## config.mk

```make
export PLATFORM = sky130hd
export DESIGN_NAME = ili9488_spi_slave_flat
export DESIGN_NICKNAME = d
export VERILOG_FILES = /design/src/rtl/ili9488_spi_slave_if.sv /design/src/rtl/ili9488_spi_slave.sv /design/src/flat_wrapper.sv
export SDC_FILE = /design/constraint.sdc
export NUM_CORES = 1
export LEC_CHECK = 0
export CORE_MARGIN = 1
export CORE_UTILIZATION = 59
export DETAILED_ROUTE_END_ITERATION = 16
export PLACE_DENSITY = 0.87
export SYNTH_ARGS = -nofsm -noshare
export SYNTH_HDL_FRONTEND = slang
export SYNTH_SLANG_ARGS = --single-unit
```

## constraint.sdc

```tcl
create_clock -name clk -period 5.1 [get_ports clk]
set_input_delay 0.51 -clock clk [delete_from_list [all_inputs] [get_ports clk]]
set_output_delay 0.51 -clock clk [all_outputs]
set_load 0.05 [all_outputs]
```

## src/rtl/ili9488_spi_slave_if.sv

```systemverilog
// SPI pin bundle between a host controller and the ILI9488 slave model.
interface ili9488_spi_slave_if;
    logic Reset;
    logic CS;
    logic SCK;
    logic MOSI;
    logic D_C;
    logic MISO;

    modport master (output Reset, output CS, output SCK, output MOSI, output D_C, input MISO);
    modport slave  (input Reset, input CS, input SCK, input MOSI, input D_C, output MISO);
endinterface

```

## src/rtl/ili9488_spi_slave.sv

```systemverilog
// ILI9488-style 4-wire SPI slave: command decode, CASET/PASET window, RAMWR
// RGB666 pixel stream with address generation, optional register readback.
// Optional feature macro: ILI9488_SLV_READ_EN (enables 0x0A/0x0C/0xDA reads on MISO).
module ili9488_spi_slave #(
    parameter int unsigned MAX_X   = 319,
    parameter int unsigned MAX_Y   = 479,
    parameter logic [7:0]  ID1_VAL = 8'h54
) (
    input  logic               clk,
    input  logic               rst,
    ili9488_spi_slave_if.slave spi,
    output logic               cmd_valid,
    output logic [7:0]         cmd_byte,
    output logic               pix_valid,
    output logic [17:0]        pix_data,
    output logic [8:0]         pix_x,
    output logic [8:0]         pix_y,
    output logic               disp_on,
    output logic               sleep_out
);
    localparam int unsigned   AW         = 9;
    localparam logic [AW-1:0] MAX_X_C    = AW'(MAX_X);
    localparam logic [AW-1:0] MAX_Y_C    = AW'(MAX_Y);
    localparam logic [7:0]    COLMOD_RST = 8'h66;

    localparam logic [7:0] OP_SWRESET = 8'h01;
    localparam logic [7:0] OP_SLPIN   = 8'h10;
    localparam logic [7:0] OP_SLPOUT  = 8'h11;
    localparam logic [7:0] OP_DISPOFF = 8'h28;
    localparam logic [7:0] OP_DISPON  = 8'h29;
    localparam logic [7:0] OP_CASET   = 8'h2A;
    localparam logic [7:0] OP_PASET   = 8'h2B;
    localparam logic [7:0] OP_RAMWR   = 8'h2C;
    localparam logic [7:0] OP_COLMOD  = 8'h3A;
`ifdef ILI9488_SLV_READ_EN
    localparam logic [7:0] OP_RDDPM   = 8'h0A;
    localparam logic [7:0] OP_RDCOLM  = 8'h0C;
    localparam logic [7:0] OP_RDID1   = 8'hDA;
`endif

    typedef enum logic [1:0] {
        ST_CMD   = 2'd0,
        ST_PARAM = 2'd1,
`ifdef ILI9488_SLV_READ_EN
        ST_PIXEL = 2'd2,
        ST_READ  = 2'd3
`else
        ST_PIXEL = 2'd2
`endif
    } state_e;

    typedef enum logic [1:0] {
        CTX_CASET  = 2'd0,
        CTX_PASET  = 2'd1,
        CTX_COLMOD = 2'd2
    } ctx_e;

    // ---------------- pin synchronizers ----------------
    logic [1:0] cs_s_q, cs_s_d;
    logic [2:0] sck_s_q, sck_s_d;
    logic [1:0] mosi_s_q, mosi_s_d;
    logic [1:0] dc_s_q, dc_s_d;
    logic [1:0] rstp_s_q, rstp_s_d;

    // Shift each pin through two flops; SCK gets a third for edge detection.
    always_comb begin
        cs_s_d   = {cs_s_q[0], spi.CS};
        sck_s_d  = {sck_s_q[1:0], spi.SCK};
        mosi_s_d = {mosi_s_q[0], spi.MOSI};
        dc_s_d   = {dc_s_q[0], spi.D_C};
        rstp_s_d = {rstp_s_q[0], spi.Reset};
    end

    // Synchronizer registers.
    always_ff @(posedge clk or negedge rst) begin
        if (!rst) begin
            cs_s_q   <= 2'b11;
            sck_s_q  <= '0;
            mosi_s_q <= '0;
            dc_s_q   <= '0;
            rstp_s_q <= '0;
        end else begin
            cs_s_q   <= cs_s_d;
            sck_s_q  <= sck_s_d;
            mosi_s_q <= mosi_s_d;
            dc_s_q   <= dc_s_d;
            rstp_s_q <= rstp_s_d;
        end
    end

    logic sck_rise_c, sck_fall_c, cs_act_c, soft_rst_c;
    assign sck_rise_c = sck_s_q[1] & ~sck_s_q[2];
    assign sck_fall_c = ~sck_s_q[1] & sck_s_q[2];
    assign cs_act_c   = ~cs_s_q[1];

    // ---------------- byte assembly ----------------
    logic [2:0] bit_cnt_q, bit_cnt_d;
    logic [6:0] shift_q, shift_d;
    logic       byte_rdy_q, byte_rdy_d;
    logic [7:0] byte_q, byte_d;
    logic       byte_dc_q, byte_dc_d;

    assign soft_rst_c = ~rstp_s_q[1] | (byte_rdy_q & ~byte_dc_q & (byte_q == OP_SWRESET));

    // Collect MOSI bits on rising SCK; CS high throws away a partial byte.
    always_comb begin
        bit_cnt_d  = bit_cnt_q;
        shift_d    = shift_q;
        byte_rdy_d = 1'b0;
        byte_d     = byte_q;
        byte_dc_d  = byte_dc_q;
        if (soft_rst_c || !cs_act_c) begin
            bit_cnt_d = '0;
        end else if (sck_rise_c) begin
            shift_d   = {shift_q[5:0], mosi_s_q[1]};
            bit_cnt_d = bit_cnt_q + 3'd1;
            if (bit_cnt_q == 3'd7) begin
                byte_rdy_d = 1'b1;
                byte_d     = {shift_q, mosi_s_q[1]};
                byte_dc_d  = dc_s_q[1];
            end
        end
    end

    // Byte assembly registers.
    always_ff @(posedge clk or negedge rst) begin
        if (!rst) begin
            bit_cnt_q  <= '0;
            shift_q    <= '0;
            byte_rdy_q <= 1'b0;
            byte_q     <= '0;
            byte_dc_q  <= 1'b0;
        end else begin
            bit_cnt_q  <= bit_cnt_d;
            shift_q    <= shift_d;
            byte_rdy_q <= byte_rdy_d;
            byte_q     <= byte_d;
            byte_dc_q  <= byte_dc_d;
        end
    end

    // ---------------- command / pixel engine ----------------
    state_e        state_q, state_d;
    ctx_e          ctx_q, ctx_d;
    logic [1:0]    prm_cnt_q, prm_cnt_d;
    logic [AW-1:0] ps_q, ps_d;
    logic          pe_hi_q, pe_hi_d;
    logic [AW-1:0] sc_q, sc_d, ec_q, ec_d, sp_q, sp_d, ep_q, ep_d;
    logic [7:0]    colmod_q, colmod_d;
    logic [AW-1:0] x_q, x_d, y_q, y_d;
    logic [1:0]    pb_cnt_q, pb_cnt_d;
    logic [5:0]    r_q, r_d, g_q, g_d;
    logic          cmd_valid_q, cmd_valid_d;
    logic [7:0]    cmd_byte_q, cmd_byte_d;
    logic          pix_valid_q, pix_valid_d;
    logic [17:0]   pix_data_q, pix_data_d;
    logic [AW-1:0] pix_x_q, pix_x_d, pix_y_q, pix_y_d;
    logic          disp_on_q, disp_on_d;
    logic          sleep_out_q, sleep_out_d;
`ifdef ILI9488_SLV_READ_EN
    logic [7:0]    rd_shift_q, rd_shift_d;
    logic [3:0]    rd_cnt_q, rd_cnt_d;
    logic          miso_q, miso_d;
`endif

    // End address of the window being programmed, clamped to the panel limit.
    logic [AW-1:0] lim_c, raw_e_c, win_e_c;
    assign lim_c   = (ctx_q == CTX_PASET) ? MAX_Y_C : MAX_X_C;
    assign raw_e_c = {pe_hi_q, byte_q};
    assign win_e_c = (raw_e_c > lim_c) ? lim_c : raw_e_c;

    // Next-state and output logic for the command/parameter/pixel/read FSM.
    always_comb begin
        state_d     = state_q;
        ctx_d       = ctx_q;
        prm_cnt_d   = prm_cnt_q;
        ps_d        = ps_q;
        pe_hi_d     = pe_hi_q;
        sc_d        = sc_q;
        ec_d        = ec_q;
        sp_d        = sp_q;
        ep_d        = ep_q;
        colmod_d    = colmod_q;
        x_d         = x_q;
        y_d         = y_q;
        pb_cnt_d    = pb_cnt_q;
        r_d         = r_q;
        g_d         = g_q;
        cmd_valid_d = 1'b0;
        cmd_byte_d  = cmd_byte_q;
        pix_valid_d = 1'b0;
        pix_data_d  = pix_data_q;
        pix_x_d     = pix_x_q;
        pix_y_d     = pix_y_q;
        disp_on_d   = disp_on_q;
        sleep_out_d = sleep_out_q;
`ifdef ILI9488_SLV_READ_EN
        rd_shift_d  = rd_shift_q;
        rd_cnt_d    = rd_cnt_q;
        miso_d      = miso_q;
`endif
        if (soft_rst_c) begin
            state_d     = ST_CMD;
            ctx_d       = CTX_CASET;
            prm_cnt_d   = '0;
            ps_d        = '0;
            pe_hi_d     = 1'b0;
            sc_d        = '0;
            ec_d        = MAX_X_C;
            sp_d        = '0;
            ep_d        = MAX_Y_C;
            colmod_d    = COLMOD_RST;
            x_d         = '0;
            y_d         = '0;
            pb_cnt_d    = '0;
            r_d         = '0;
            g_d         = '0;
            cmd_byte_d  = '0;
            pix_data_d  = '0;
            pix_x_d     = '0;
            pix_y_d     = '0;
            disp_on_d   = 1'b0;
            sleep_out_d = 1'b0;
`ifdef ILI9488_SLV_READ_EN
            rd_shift_d  = '0;
            rd_cnt_d    = '0;
`endif
        end else begin
`ifdef ILI9488_SLV_READ_EN
            // Response shifts out on falling SCK; the first fall is the command's 8th.
            if (state_q == ST_READ) begin
                if (!cs_act_c) begin
                    state_d = ST_CMD;
                end else if (sck_fall_c) begin
                    if (rd_cnt_q == 4'd8) begin
                        state_d = ST_CMD;
                    end else begin
                        miso_d     = rd_shift_q[7];
                        rd_shift_d = {rd_shift_q[6:0], 1'b0};
                        rd_cnt_d   = rd_cnt_q + 4'd1;
                    end
                end
            end
`endif
            if (byte_rdy_q) begin
                if (!byte_dc_q) begin
                    cmd_valid_d = 1'b1;
                    cmd_byte_d  = byte_q;
                    state_d     = ST_CMD;
                    prm_cnt_d   = '0;
                    pb_cnt_d    = '0;
                    case (byte_q)
                        OP_SLPIN:   sleep_out_d = 1'b0;
                        OP_SLPOUT:  sleep_out_d = 1'b1;
                        OP_DISPOFF: disp_on_d   = 1'b0;
                        OP_DISPON:  disp_on_d   = 1'b1;
                        OP_CASET: begin
                            state_d = ST_PARAM;
                            ctx_d   = CTX_CASET;
                        end
                        OP_PASET: begin
                            state_d = ST_PARAM;
                            ctx_d   = CTX_PASET;
                        end
                        OP_COLMOD: begin
                            state_d = ST_PARAM;
                            ctx_d   = CTX_COLMOD;
                        end
                        OP_RAMWR: begin
                            state_d = ST_PIXEL;
                            x_d     = sc_q;
                            y_d     = sp_q;
                        end
`ifdef ILI9488_SLV_READ_EN
                        OP_RDDPM: begin
                            state_d    = ST_READ;
                            rd_shift_d = {3'b000, sleep_out_q, 1'b0, disp_on_q, 2'b00};
                            rd_cnt_d   = '0;
                        end
                        OP_RDCOLM: begin
                            state_d    = ST_READ;
                            rd_shift_d = colmod_q;
                            rd_cnt_d   = '0;
                        end
                        OP_RDID1: begin
                            state_d    = ST_READ;
                            rd_shift_d = ID1_VAL;
                            rd_cnt_d   = '0;
                        end
`endif
                        default: ;
                    endcase
                end else begin
                    case (state_q)
                        ST_PARAM: begin
                            prm_cnt_d = prm_cnt_q + 2'd1;
                            if (ctx_q == CTX_COLMOD) begin
                                colmod_d = byte_q;
                                state_d  = ST_CMD;
                            end else begin
                                case (prm_cnt_q)
                                    2'd0: ps_d[8]   = byte_q[0];
                                    2'd1: ps_d[7:0] = byte_q;
                                    2'd2: pe_hi_d   = byte_q[0];
                                    default: begin
                                        state_d = ST_CMD;
                                        if (ps_q <= win_e_c) begin
                                            if (ctx_q == CTX_PASET) begin
                                                sp_d = ps_q;
                                                ep_d = win_e_c;
                                            end else begin
                                                sc_d = ps_q;
                                                ec_d = win_e_c;
                                            end
                                        end
                                    end
                                endcase
                            end
                        end
                        ST_PIXEL: begin
                            case (pb_cnt_q)
                                2'd0: begin
                                    r_d      = byte_q[7:2];
                                    pb_cnt_d = 2'd1;
                                end
                                2'd1: begin
                                    g_d      = byte_q[7:2];
                                    pb_cnt_d = 2'd2;
                                end
                                default: begin
                                    pb_cnt_d    = '0;
                                    pix_valid_d = 1'b1;
                                    pix_data_d  = {r_q, g_q, byte_q[7:2]};
                                    pix_x_d     = x_q;
                                    pix_y_d     = y_q;
                                    if (x_q == ec_q) begin
                                        x_d = sc_q;
                                        y_d = (y_q == ep_q) ? sp_q : y_q + 9'd1;
                                    end else begin
                                        x_d = x_q + 9'd1;
                                    end
                                end
                            endcase
                        end
                        default: ;
                    endcase
                end
            end
        end
`ifdef ILI9488_SLV_READ_EN
        if (state_d != ST_READ) begin
            miso_d = 1'b0;
        end
`endif
    end

    // Engine state and output registers.
    always_ff @(posedge clk or negedge rst) begin
        if (!rst) begin
            state_q     <= ST_CMD;
            ctx_q       <= CTX_CASET;
            prm_cnt_q   <= '0;
            ps_q        <= '0;
            pe_hi_q     <= 1'b0;
            sc_q        <= '0;
            ec_q        <= MAX_X_C;
            sp_q        <= '0;
            ep_q        <= MAX_Y_C;
            colmod_q    <= COLMOD_RST;
            x_q         <= '0;
            y_q         <= '0;
            pb_cnt_q    <= '0;
            r_q         <= '0;
            g_q         <= '0;
            cmd_valid_q <= 1'b0;
            cmd_byte_q  <= '0;
            pix_valid_q <= 1'b0;
            pix_data_q  <= '0;
            pix_x_q     <= '0;
            pix_y_q     <= '0;
            disp_on_q   <= 1'b0;
            sleep_out_q <= 1'b0;
`ifdef ILI9488_SLV_READ_EN
            rd_shift_q  <= '0;
            rd_cnt_q    <= '0;
            miso_q      <= 1'b0;
`endif
        end else begin
            state_q     <= state_d;
            ctx_q       <= ctx_d;
            prm_cnt_q   <= prm_cnt_d;
            ps_q        <= ps_d;
            pe_hi_q     <= pe_hi_d;
            sc_q        <= sc_d;
            ec_q        <= ec_d;
            sp_q        <= sp_d;
            ep_q        <= ep_d;
            colmod_q    <= colmod_d;
            x_q         <= x_d;
            y_q         <= y_d;
            pb_cnt_q    <= pb_cnt_d;
            r_q         <= r_d;
            g_q         <= g_d;
            cmd_valid_q <= cmd_valid_d;
            cmd_byte_q  <= cmd_byte_d;
            pix_valid_q <= pix_valid_d;
            pix_data_q  <= pix_data_d;
            pix_x_q     <= pix_x_d;
            pix_y_q     <= pix_y_d;
            disp_on_q   <= disp_on_d;
            sleep_out_q <= sleep_out_d;
`ifdef ILI9488_SLV_READ_EN
            rd_shift_q  <= rd_shift_d;
            rd_cnt_q    <= rd_cnt_d;
            miso_q      <= miso_d;
`endif
        end
    end

`ifdef ILI9488_SLV_READ_EN
    assign spi.MISO = miso_q;
`else
    // Readback hardware is absent; keep its configuration inputs referenced.
    logic unused_rd_c;
    assign unused_rd_c = ^{ID1_VAL, colmod_q, sck_fall_c};
    assign spi.MISO    = 1'b0;
`endif

    assign cmd_valid = cmd_valid_q;
    assign cmd_byte  = cmd_byte_q;
    assign pix_valid = pix_valid_q;
    assign pix_data  = pix_data_q;
    assign pix_x     = pix_x_q;
    assign pix_y     = pix_y_q;
    assign disp_on   = disp_on_q;
    assign sleep_out = sleep_out_q;
endmodule

```

## src/flat_wrapper.sv

```systemverilog
// flat-port wrapper written by rule: the top's interface ports become plain ports
module ili9488_spi_slave_flat 
#(
    parameter int unsigned MAX_X   = 319,
    parameter int unsigned MAX_Y   = 479,
    parameter logic [7:0]  ID1_VAL = 8'h54
)
  (clk, rst, cmd_valid, cmd_byte, pix_valid, pix_data, pix_x, pix_y, disp_on, sleep_out, spi_Reset, spi_CS, spi_SCK, spi_MOSI, spi_D_C, spi_MISO);
  ili9488_spi_slave_if spi_i ();
  input  logic clk;
  input  logic rst;
  output logic cmd_valid;
  output logic [7:0] cmd_byte;
  output logic pix_valid;
  output logic [17:0] pix_data;
  output logic [8:0] pix_x;
  output logic [8:0] pix_y;
  output logic disp_on;
  output logic sleep_out;
  input wire logic [$bits(spi_i.Reset)-1:0] spi_Reset;
  input wire logic [$bits(spi_i.CS)-1:0] spi_CS;
  input wire logic [$bits(spi_i.SCK)-1:0] spi_SCK;
  input wire logic [$bits(spi_i.MOSI)-1:0] spi_MOSI;
  input wire logic [$bits(spi_i.D_C)-1:0] spi_D_C;
  output wire logic [$bits(spi_i.MISO)-1:0] spi_MISO;
  assign spi_i.Reset = spi_Reset;
  assign spi_i.CS = spi_CS;
  assign spi_i.SCK = spi_SCK;
  assign spi_i.MOSI = spi_MOSI;
  assign spi_i.D_C = spi_D_C;
  assign spi_MISO = spi_i.MISO;
  ili9488_spi_slave #(.MAX_X(MAX_X), .MAX_Y(MAX_Y), .ID1_VAL(ID1_VAL)) u_core (.clk(clk), .rst(rst), .spi(spi_i), .cmd_valid(cmd_valid), .cmd_byte(cmd_byte), .pix_valid(pix_valid), .pix_data(pix_data), .pix_x(pix_x), .pix_y(pix_y), .disp_on(disp_on), .sleep_out(sleep_out));
endmodule
```

Word-level counts from Yosys, hierarchy flattened --
Cells that the tools add are included.
Word-level totals: bits in registers 163, input port bits 7, output and inout bits 49, word-level logic and storage cells 248
Operators by class: add/subtract/negate cells 4, order comparisons 2, equal/unequal tests 29, muxes and demuxes 131, bitwise logic cells 8, reductions and logical operators 41
Operators by type and width (number):
- 9-bit 2-to-1 mux | 63
- 18-bit 2-to-1 mux | 5
- 6-bit 2-to-1 mux | 10
- 8-bit by 6-bit == test with 1-bit output, second input constant | 6
- 8-bit 2-to-1 mux | 5
- 2-bit 2-to-1 mux | 17
- 1-bit 2-to-1 mux | 24
- 2-bit nonzero test | 12
- 5-bit AND reduction | 4
- 9-bit by 1-bit adder with 9-bit output, second input constant | 2
- 9-bit == test | 2
- 8-bit by 5-bit == test with 1-bit output, second input constant | 2
- 4-bit AND reduction | 4
- 3-bit AND reduction | 5
- 7-bit AND reduction | 2
- 3-bit by 2-bit != test with 1-bit output, second input constant | 4
- 2-bit by 1-bit != test with 1-bit output, second input constant | 5
- 9-bit > comparator | 1
- 9-bit less-or-equal comparator | 1
- 3-bit nonzero test | 3
- 2-bit by 1-bit == test with 1-bit output, second input constant | 4
- 8-bit by 1-bit == test with 1-bit output, second input constant | 1
- 2-bit case mux with 2 select lines | 2
- 2-bit AND reduction | 4
- 16 further kinds | 27

Logic depth before layout (Yosys ltp) --
Gate-level depths: netlist of run 1.
word-level depth 12, depth in mapped cells 18, depth with buffers taken out 15

Worst setup path after synthesis of run 1 --
Ideal clock, no wire load.
path kind register to register, start point register u_core.ctx_q[1], end point register u_core.ep_q[5], library setup time 0.125 ns, arrival time 4.013 ns, data required time 4.975 ns, slack 0.962 ns, cell stages (with the launch flop) 16, path buffers 2, clock period less this slack 4.138 ns, path through dfrtp_1 nor2_1 inv_1 ha_1 and4b_1 o21ai_0 a221oi_1 buf_2 mux2i_1 ha_1 nand4_1 o31ai_1 a32o_1 a31oi_2 buf_2 mux2_2
Between the ends: word-level cells in the longest chain between the ends 12, elaborated cells between the ends (all ways) 18, classes of those cells 2 x order compare; 3 x eq/ne; 10 x mux; 3 x reduce/logical
Ends and longest elaborated chain:
- from (decl) | line ili9488_spi_slave.sv:144 | ctx_e ctx_q, ctx_d;
- from (signal assigned) | line ili9488_spi_slave.sv:390 | ctx_q <= ctx_d;
- parallel branches: the longest is 12 deep, another holds 9-bit > comparator
- to (signal assigned) | line ili9488_spi_slave.sv:397 | ep_q <= ep_d;
- to (decl) | line ili9488_spi_slave.sv:148 | logic [AW-1:0] sc_q, sc_d, ec_q, ec_d, sp_q, sp_d, ep_q, ep_d;
Parallel ways; which one is timed is not known. The select of a mux whose other input is x is not followed. A chain may end at the register's enable or synchronous reset.

Worst setup path in the final report of run 1 --
start point register u_core.ctx_q[0], end point register u_core.sc_q[8]
Between the ends: word-level cells in the longest chain between the ends 7, elaborated cells between the ends (all ways) 10, classes of those cells 2 x order compare; 4 x eq/ne; 2 x mux; 2 x reduce/logical
Ends and longest elaborated chain:
- 2-bit by 1-bit == test with 1-bit output | line ili9488_spi_slave.sv:168, ili9488_spi_slave.sv:308
- 8-bit 2-to-1 mux | line ili9488_spi_slave.sv:168 | assign lim_c = (ctx_q == CTX_PASET) ? MAX_Y_C : MAX_X_C;
- 9-bit > comparator | line ili9488_spi_slave.sv:170 | assign win_e_c = (raw_e_c > lim_c) ? lim_c : raw_e_c;
- 9-bit 2-to-1 mux | line ili9488_spi_slave.sv:170
- 9-bit less-or-equal comparator | line ili9488_spi_slave.sv:307 | if (ps_q <= win_e_c) begin
- 2-bit nonzero test (no line)
- 7-bit AND reduction (no line) *
- to (signal assigned) | line ili9488_spi_slave.sv:365 | sc_q <= '0;
- to (signal assigned) | line ili9488_spi_slave.sv:394 | sc_q <= sc_d;
- to (decl) | line ili9488_spi_slave.sv:148
Mark *: on every way between the ends. The rest lies on a longest branch, timed or not.

==> metrics.yaml, run 1 <==
status: "finished, final reports clean"
syn-num-nets: 745
dp_hpwl_mm: 11.6
rsz0062_at_grt: "false"
yosys_warnings: 0
path_max_fanout: 18
portBuffers: 54
ys_ff_latch: 163
timing.fmax_mhz: 215
drtAntennaViolNets: 0
crit_arrival_ns: 4.96
tightestPinTransition_ns: 1.14
grt_max_degree: 127
critPathMaxStageDelay_ns: 0.76
fin_skew_ns: 0.00922
grt_overflow: 0
netlist_area_um2: 7620
route.detailed.drc: 0
io_pins: 56
root_buffer: "clkbuf_16"
num_antenna_cells: 0
grt_pass1_vias: 5753
final_util_pct: 70.7
path_cells: "inv_1, nor2_1, inv_1, ha_1, and4b_1, o21ai_0, a221oi_1, buf_4, mux2i_1, ha_1, a21oi_1, o21ai_0, nor4_1, a32o_1, a41o_1, mux2_2"
cts-resized-gates: 0
antenna_found_initial: 0
start_util_pct: 60.4
min_path_type: "in2async"
wl_met2_mm: 8.83
numCtsBuffers: 17
slew_headroom_pct: 23.4
cts.sinks: 163
nNetsFinal: 789
die_y_um: 116
critPathSlowestCell: "a41o_1"
power_density_nw_per_um2: 319
yosysSeqAreaShare_pct: 53.8
cts_hold_buffers: 0
synth_edf_count: 0
m1WireLength_mm: 7.41
leakage_nw: 3.87
holdWs_ns: 0.260
finalMaxSlewViolations: 0
drtPass1Iterations: 5
syn_area_per_cell_um2: 10.6
place_congestion: 0.896
fillers: 899
wire_per_inst_um: 18.4
internal_power_w: 0.00222
top_layer_used: "met4"
finalCritPeriodShare_pct: 91.1
clk_path_buf_depth: 2
layout.cells.non_filler: 948
postSynthCellCount: 719
vias: 5725
synthToLayoutAreaGrowth_pct: 17.2
die_area_um2: 13400
yosysTopAreaCellShare_pct: 48.0
worst-setup-path-type: "reg2reg"
cts_tree: "built"
critPathCaptureType: "register"
finalSetupViolCount: 0
p_sw_share_pct: 22.1
cp.required_ns: 5.41
final_layout_size_suffix_gt1_share_pct: 17.1
die_w_um: 116
synth_top_area_cell: "dfrtp_1"
via_per_inst: 6.04
period_minus_slack_ns: 4.65
clk_pin_slew_ns: 0.06
grt_use_total_pct: 28.9
ctsHtreeMaxLevel: 4
p_seq_share_pct: 47.7
synth_ff_type: "dfrtp_1"
ys_types: 53
p_sw_w: 0.000631
cts_setup_buffers: 0
dr_wl_met3_um: 929
clkLatencyLatePin_ns: 0.43
tns_ns: 0
core_um2: 12600
placedCellCount: 916
vdd_drop_max_mv: 0.337
power.share.clock_pct: 48.3
drt-initial-drc-count: 616
ys_async_sr_fraction_pct: 100
cap_viol_max_count: 0
r2r_setup_slack_ns: 0.45
synth_area_leaders: "dfrtp_1 48%, mux2_2 8.1%, nand2_1 6.0%"
grt_pass1_wl_mm: 29.2
report.final.hold_viol_count: 0
rows: 41
start_kind: "register"
routed_wl_mm: 17.5
combPwrFrac_pct: 4.0
==> cell usage in the layout, fill, tap and decap left out, types with 12 or more instances in the layout <==
cell	netlist	final
dfstp_2	17	17
clkbuf_16	0	17
nor3_1	13	13
mux2_2	55	55
ha_1	19	19
inv_1	16	16
o21ai_0	39	39
nand2_1	121	121
nand3_1	12	12
xnor2_1	15	15
dfrtp_1	146	146
mux2i_1	23	23
a21oi_1	58	58
nor2_1	30	29
clkdlybuf4s50_1	0	53
buf_4	3	13
==> power by group through the flow <==
| stage | registers (W) | logic [W] | clock network (W) |
|---|---|---|---|
| floorplan | 0.00137 | 0.0000747 | 0 |
| CTS | 0.00136 | 0.000116 | 0.00140 |
| finish | 0.00136 | 0.000115 | 0.00137 |
| global route | 0.00136 | 0.000127 | 0.00144 |
| detailed placement | 0.00138 | 0.000115 | 0 |
| global placement | 0.00138 | 0.000109 | 0 |
==> cell usage after synthesis (2+ instances only) <==
library cell  instances
a211o_1               2
a21oi_1              58
a21oi_2               2
and2_1                9
and3_1                9
and4b_1               2
buf_2                14
buf_4                 3
clkbuf_1             24
dfrtp_1             146
dfstp_2              17
ha_1                 19
inv_1                16
mux2_2               55
mux2i_1              23
nand2_1             121
nand2b_1              8
nand3_1              12
nand4_1               7
nor2_1               30
nor2b_1               7
nor3_1               13
nor3b_1               8
nor4_1                2
o21ai_0              39
o221ai_1              2
o22ai_1               2
o2bb2ai_1             7
o31ai_1               9
o41ai_1               2
or2_2                 3
or3_1                 8
or3_4                 2
xnor2_1              15
xor2_1                5
==> worst paths after layout <==
kind,from,to,depth (start not counted)
setup / recovery,u_core.ctx_q[0]$_DFFE_PN0P_,u_core.sc_q[8]$_DFFE_PN0P_,16
hold / removal,rst,u_core.pix_data[17]$_DFFE_PN0P_,1
setup reg to reg,u_core.ctx_q[0]$_DFFE_PN0P_,u_core.sc_q[8]$_DFFE_PN0P_,16
hold reg to reg,u_core.cs_s_q[0]$_DFF_PN1_,u_core.cs_s_q[1]$_DFF_PN1_,0
max in group asynchronous,rst,u_core.byte_q[5]$_DFFE_PN0P_,2
min in group clk,u_core.cs_s_q[0]$_DFF_PN1_,u_core.cs_s_q[1]$_DFF_PN1_,0
==> cell families (layout without fill, tap and decap cells) <==
kind of cell,count (synthesis),after routing,synth area share (%)
and+or+nand+nor,245,245,15.2
DFF,163,163,53.8
AOI/OAI and AO/OA,135,135,11.0
muxes,78,78,11.2
buffers and inverters,58,115,3.34
xor gates and xnor gates,20,20,2.30
adders and majority gates,19,19,3.12
other,1,1,0.0492
==> state kept, by name, summed over array words and instances, names as in the netlist, 9 cells and up <==
| signal | count |
|---|---|
| u_core.pix_y | 9 |
| u_core.pix_x | 9 |
| u_core.sc_q | 9 |
| u_core.ep_q | 9 |
| u_core.ec_q | 9 |
| u_core.y_q | 9 |
| u_core.x_q | 9 |
| u_core.ps_q | 9 |
| u_core.sp_q | 9 |
| u_core.pix_data | 18 |
==> cell type report <==
cell class              instances  area (um^2)  share of cell area (%)
repair buffers                 67          639                    7.16
inverters                      16         60.1                   0.673
multi-input cells             498         3270                    36.7
flip-flops and latches        163         4100                    45.9
clock buffers                  18          439                    4.92
clock inverters                14          201                    2.26
well taps                     172          215                    2.41
==> stage by stage <==
stage               cell area (um^2)  total power [W]  worst slack, ns
finish                          8930          0.00285            0.454
global route                    8930          0.00293           0.0183
CTS                             8930          0.00287            0.559
detailed placement              8290          0.00150            0.594
global placement                8290          0.00149            0.725
floorplan                       7620          0.00145            0.962
==> critical path, delay by kind of cell (launching register included) <==
family          cells  cell delay (ns)
mux                 2             0.74
flops               1             0.37
fa+ha+maj           2             0.62
simple gates        3             0.66
buf+inv             3             0.48
compound gates      6             1.63
==> metal layers <==
| metal | up-vias | GRT usage [%] |
|---|---|---|
| met5 | - | 0 |
| met4 | 0 | 10.6 |
| met3 | 27 | 6.17 |
| met2 | 223 | 47.8 |
| met1 | 2896 | 37.9 |
| li1 | 2579 | - |
(Power assumes the default switching activity.)
==> run 2, diff against run 1 <==
--- a/config.mk
+++ b/config.mk
@@ -9,6 +9,7 @@
 export CORE_UTILIZATION = 59
 export DETAILED_ROUTE_END_ITERATION = 16
 export PLACE_DENSITY = 0.87
+export SKIP_CTS_REPAIR_TIMING = 1
 export SYNTH_ARGS = -nofsm -noshare
 export SYNTH_HDL_FRONTEND = slang
 export SYNTH_SLANG_ARGS = --single-unit
==> results of run 2 <==
Final layout, timing and power as in run 1 (identical DEF).
==> run 3, diff against run 2 <==
--- a/config.mk
+++ b/config.mk
@@ -5,9 +5,12 @@
 export SDC_FILE = /design/constraint.sdc
 export NUM_CORES = 1
 export LEC_CHECK = 0
+export CELL_PAD_IN_SITES_DETAIL_PLACEMENT = 1
+export CELL_PAD_IN_SITES_GLOBAL_PLACEMENT = 1
 export CORE_MARGIN = 1
-export CORE_UTILIZATION = 59
+export CORE_UTILIZATION = 47
 export DETAILED_ROUTE_END_ITERATION = 16
+export GPL_TIMING_DRIVEN = 0
 export PLACE_DENSITY = 0.87
 export SKIP_CTS_REPAIR_TIMING = 1
 export SYNTH_ARGS = -nofsm -noshare
==> run 3 against run 2 <==
Compared with the run above: clock skew down 0.0018 ns; largest power group is now sequential cells; sequential power about the same; maximum frequency down 3.1%; register-to-register slack worse by 0.15 ns; first-iteration DRC count down 53%; worst hold slack worse by 0.11 ns; total power down 2.1%; count of clock-buffer cells in the layout up 1; sequential share of layout area down 0.73 points; utilization down 13 points; critical endpoint is now u_core.ec_q[7]$_DFFE_PN0P_; cell count up 7.8%.
==> metrics.yaml, run 3 (synthesis gave the netlist of run 1 again) <==
status: "finished, final reports clean"
grt_use_total_pct: 27.9  # -1.0 points
vias: 5832  # +1.9%
antenna_found_initial: 0  # unchanged
finalPower_w: 0.00279  # -2.1%
report.final.hold_viol_count: 0  # unchanged
r2r_end: "u_core.ec_q[7]$_DFFE_PN0P_"
dpl-instance-area_um2: 8460  # +2.0%
period_minus_slack_ns: 4.80  # +0.151 ns
r2r_setup_slack_ns: 0.30  # -0.15 ns
vdd_drop_max_mv: 0.250  # -26%
routed_wl_mm: 21.5  # +23%
wire_per_inst_um: 21.0  # +14%
power_density_nw_per_um2: 307  # -3.7%
grt_max_degree: 102  # -20%
fin_skew_ns: 0.00745  # -0.00177 ns
cts_tree: "built"
num_antenna_cells: 0  # unchanged
place_congestion: 0.833  # -7.0%
min_path_type: "in2async"
fillers: 1683  # +87%
synthToLayoutAreaGrowth_pct: 19.1
finalCritPeriodShare_pct: 94.0  # +3.0 points
largest_reg_flops: 18  # unchanged
final_common_cell: "dfrtp_1"
rsz0062_at_grt: "false"
timing.fmax_mhz: 208  # -3.1%
rows: 46  # +12%
r2r-start: "u_core.ctx_q[0]$_DFFE_PN0P_"
path_max_fanout: 10  # -8
portBuffers: 54  # unchanged
io_pins: 56  # unchanged
seq_area_um2: 4100  # unchanged
crit_arrival_ns: 5.11  # +0.15 ns
cts.sinks: 163  # unchanged
finalSetupViolCount: 0  # unchanged
route.detailed.drc: 0  # unchanged
die_w_um: 129  # +12%
ctsHtreeMaxLevel: 4  # unchanged
worst-setup-path-type: "reg2reg"
r2r_cells: 18  # +2
multi_input_area_um2: 3280  # +0.34%
cp.required_ns: 5.41  # about the same
die_area_um2: 16700  # +25%
finalMaxSlewViolations: 0  # unchanged
stdcell_area_um2: 9070  # +1.6%
critPathCaptureType: "register"
drtPass1Iterations: 4  # -1
drtAntennaViolNets: 0  # unchanged
slew_headroom_pct: 17.8  # -5.7 points
nNetsFinal: 819  # +3.8%
core_um2: 15800  # +25%
drt-initial-drc-count: 289  # -53%
start_util_pct: 48.1  # -12 points
clkLatencyLatePin_ns: 0.44  # about the same
cap_viol_max_count: 0  # unchanged
grt_overflow: 0  # unchanged
leakage_nw: 3.91  # +1.1%
clk_pin_slew_ns: 0.07  # about the same
start_kind: "register"
die_y_um: 129  # +12%
numCtsBuffers: 17  # unchanged
grt_pass1_vias: 6365  # +11%
tightestPinTransition_ns: 1.22  # +0.0842 ns
grt_pass1_wl_mm: 34.5  # +18%
via_per_inst: 5.71  # -5.5%
clk_path_buf_depth: 2  # unchanged
mostFrequentLayoutCells: "146 x dfrtp_1, 121 x nand2_1, 58 x a21oi_1"
root_buffer: "clkbuf_16"
final_layout_size_suffix_gt1_share_pct: 17.2  # +0.11 points
dp_hpwl_mm: 15.0  # +29%
## run 3: critical path: stages (launching register included)
cell and delay (ns):
dfrtp_1 0.37, inv_1 0.09, nor2_2 0.22, inv_1 0.19
ha_1 0.34, and4b_1 0.20, o21ai_0 0.13, a221oi_2 0.44
buf_2 0.33, mux2i_2 0.32, ha_1 0.28, nand4_1 0.16
nor3_1 0.07, nor4_1 0.20, a32o_1 0.27, a41o_1 0.20
buf_2 0.25, buf_4 0.25, mux2_2 0.37
## run 3: cell type report
class,count,share of cell area [%]
repair buffers,55,6.28
multi-input cells,498,36.2
flip-flops and latches,163,45.2
plain buffers,42,2.14
well taps,216,2.98
clock buffers,19,4.88
inverters,16,0.662
clock inverters,13,1.67
## run 3: power by group
group / internal, W / switching, W / leakage, nW
clock network: 0.000743 / 0.000559 / 0.294
logic: 0.0000500 / 0.0000801 / 1.43
registers: 0.00133 / 0.0000226 / 2.19
total: 0.00213 / 0.000662 / 3.91
## run 3: routing by layer
metal  wire length (um)  GRT usage, %
met1               9160          34.6
met2              11100          47.4
met3                753          5.95
met4                495          11.5
met5                  0             0
## run 3: stage by stage
step	hold slack (ns)	std cells	util [%]	setup WS, ns	TNS (ns)
floorplan	0.214	719	-	0.962	0
global placement	0.332	989	53.2	-2.78	-418.07
detailed placement	0.336	990	53.4	0.00608	0
CTS	0.222	1022	57.2	-0.0214	-0.0305
global route	0.250	1022	57.3	0.0755	0
finish	0.154	1022	57.3	0.304	0
## run 3: how the worst max path moves through the flow
| stage | end | slack, ns | cells after the start | startpoint |
|---|---|---|---|---|
| final | u_core.ec_q[7]$_DFFE_PN0P_ | 0.30 | 18 | u_core.ctx_q[0]$_DFFE_PN0P_ |
| after global routing | u_core.ec_q[7]$_DFFE_PN0P_ | 0.08 | 18 | u_core.ctx_q[0]$_DFFE_PN0P_ |
| after CTS | u_core.sp_q[7]$_DFFE_PN0P_ | -0.02 | 17 | u_core.ctx_q[0]$_DFFE_PN0P_ |
| after detailed placement | u_core.sp_q[7]$_DFFE_PN0P_ | 0.006 | 17 | u_core.ctx_q[0]$_DFFE_PN0P_ |
| after global placement | u_core.cmd_byte[3]$_DFFE_PN0P_ | -2.78 | 1 | rst |
| after floorplan | u_core.ep_q[5]$_DFFE_PN0P_ | 0.96 | 15 | u_core.ctx_q[1]$_DFFE_PN0P_ |
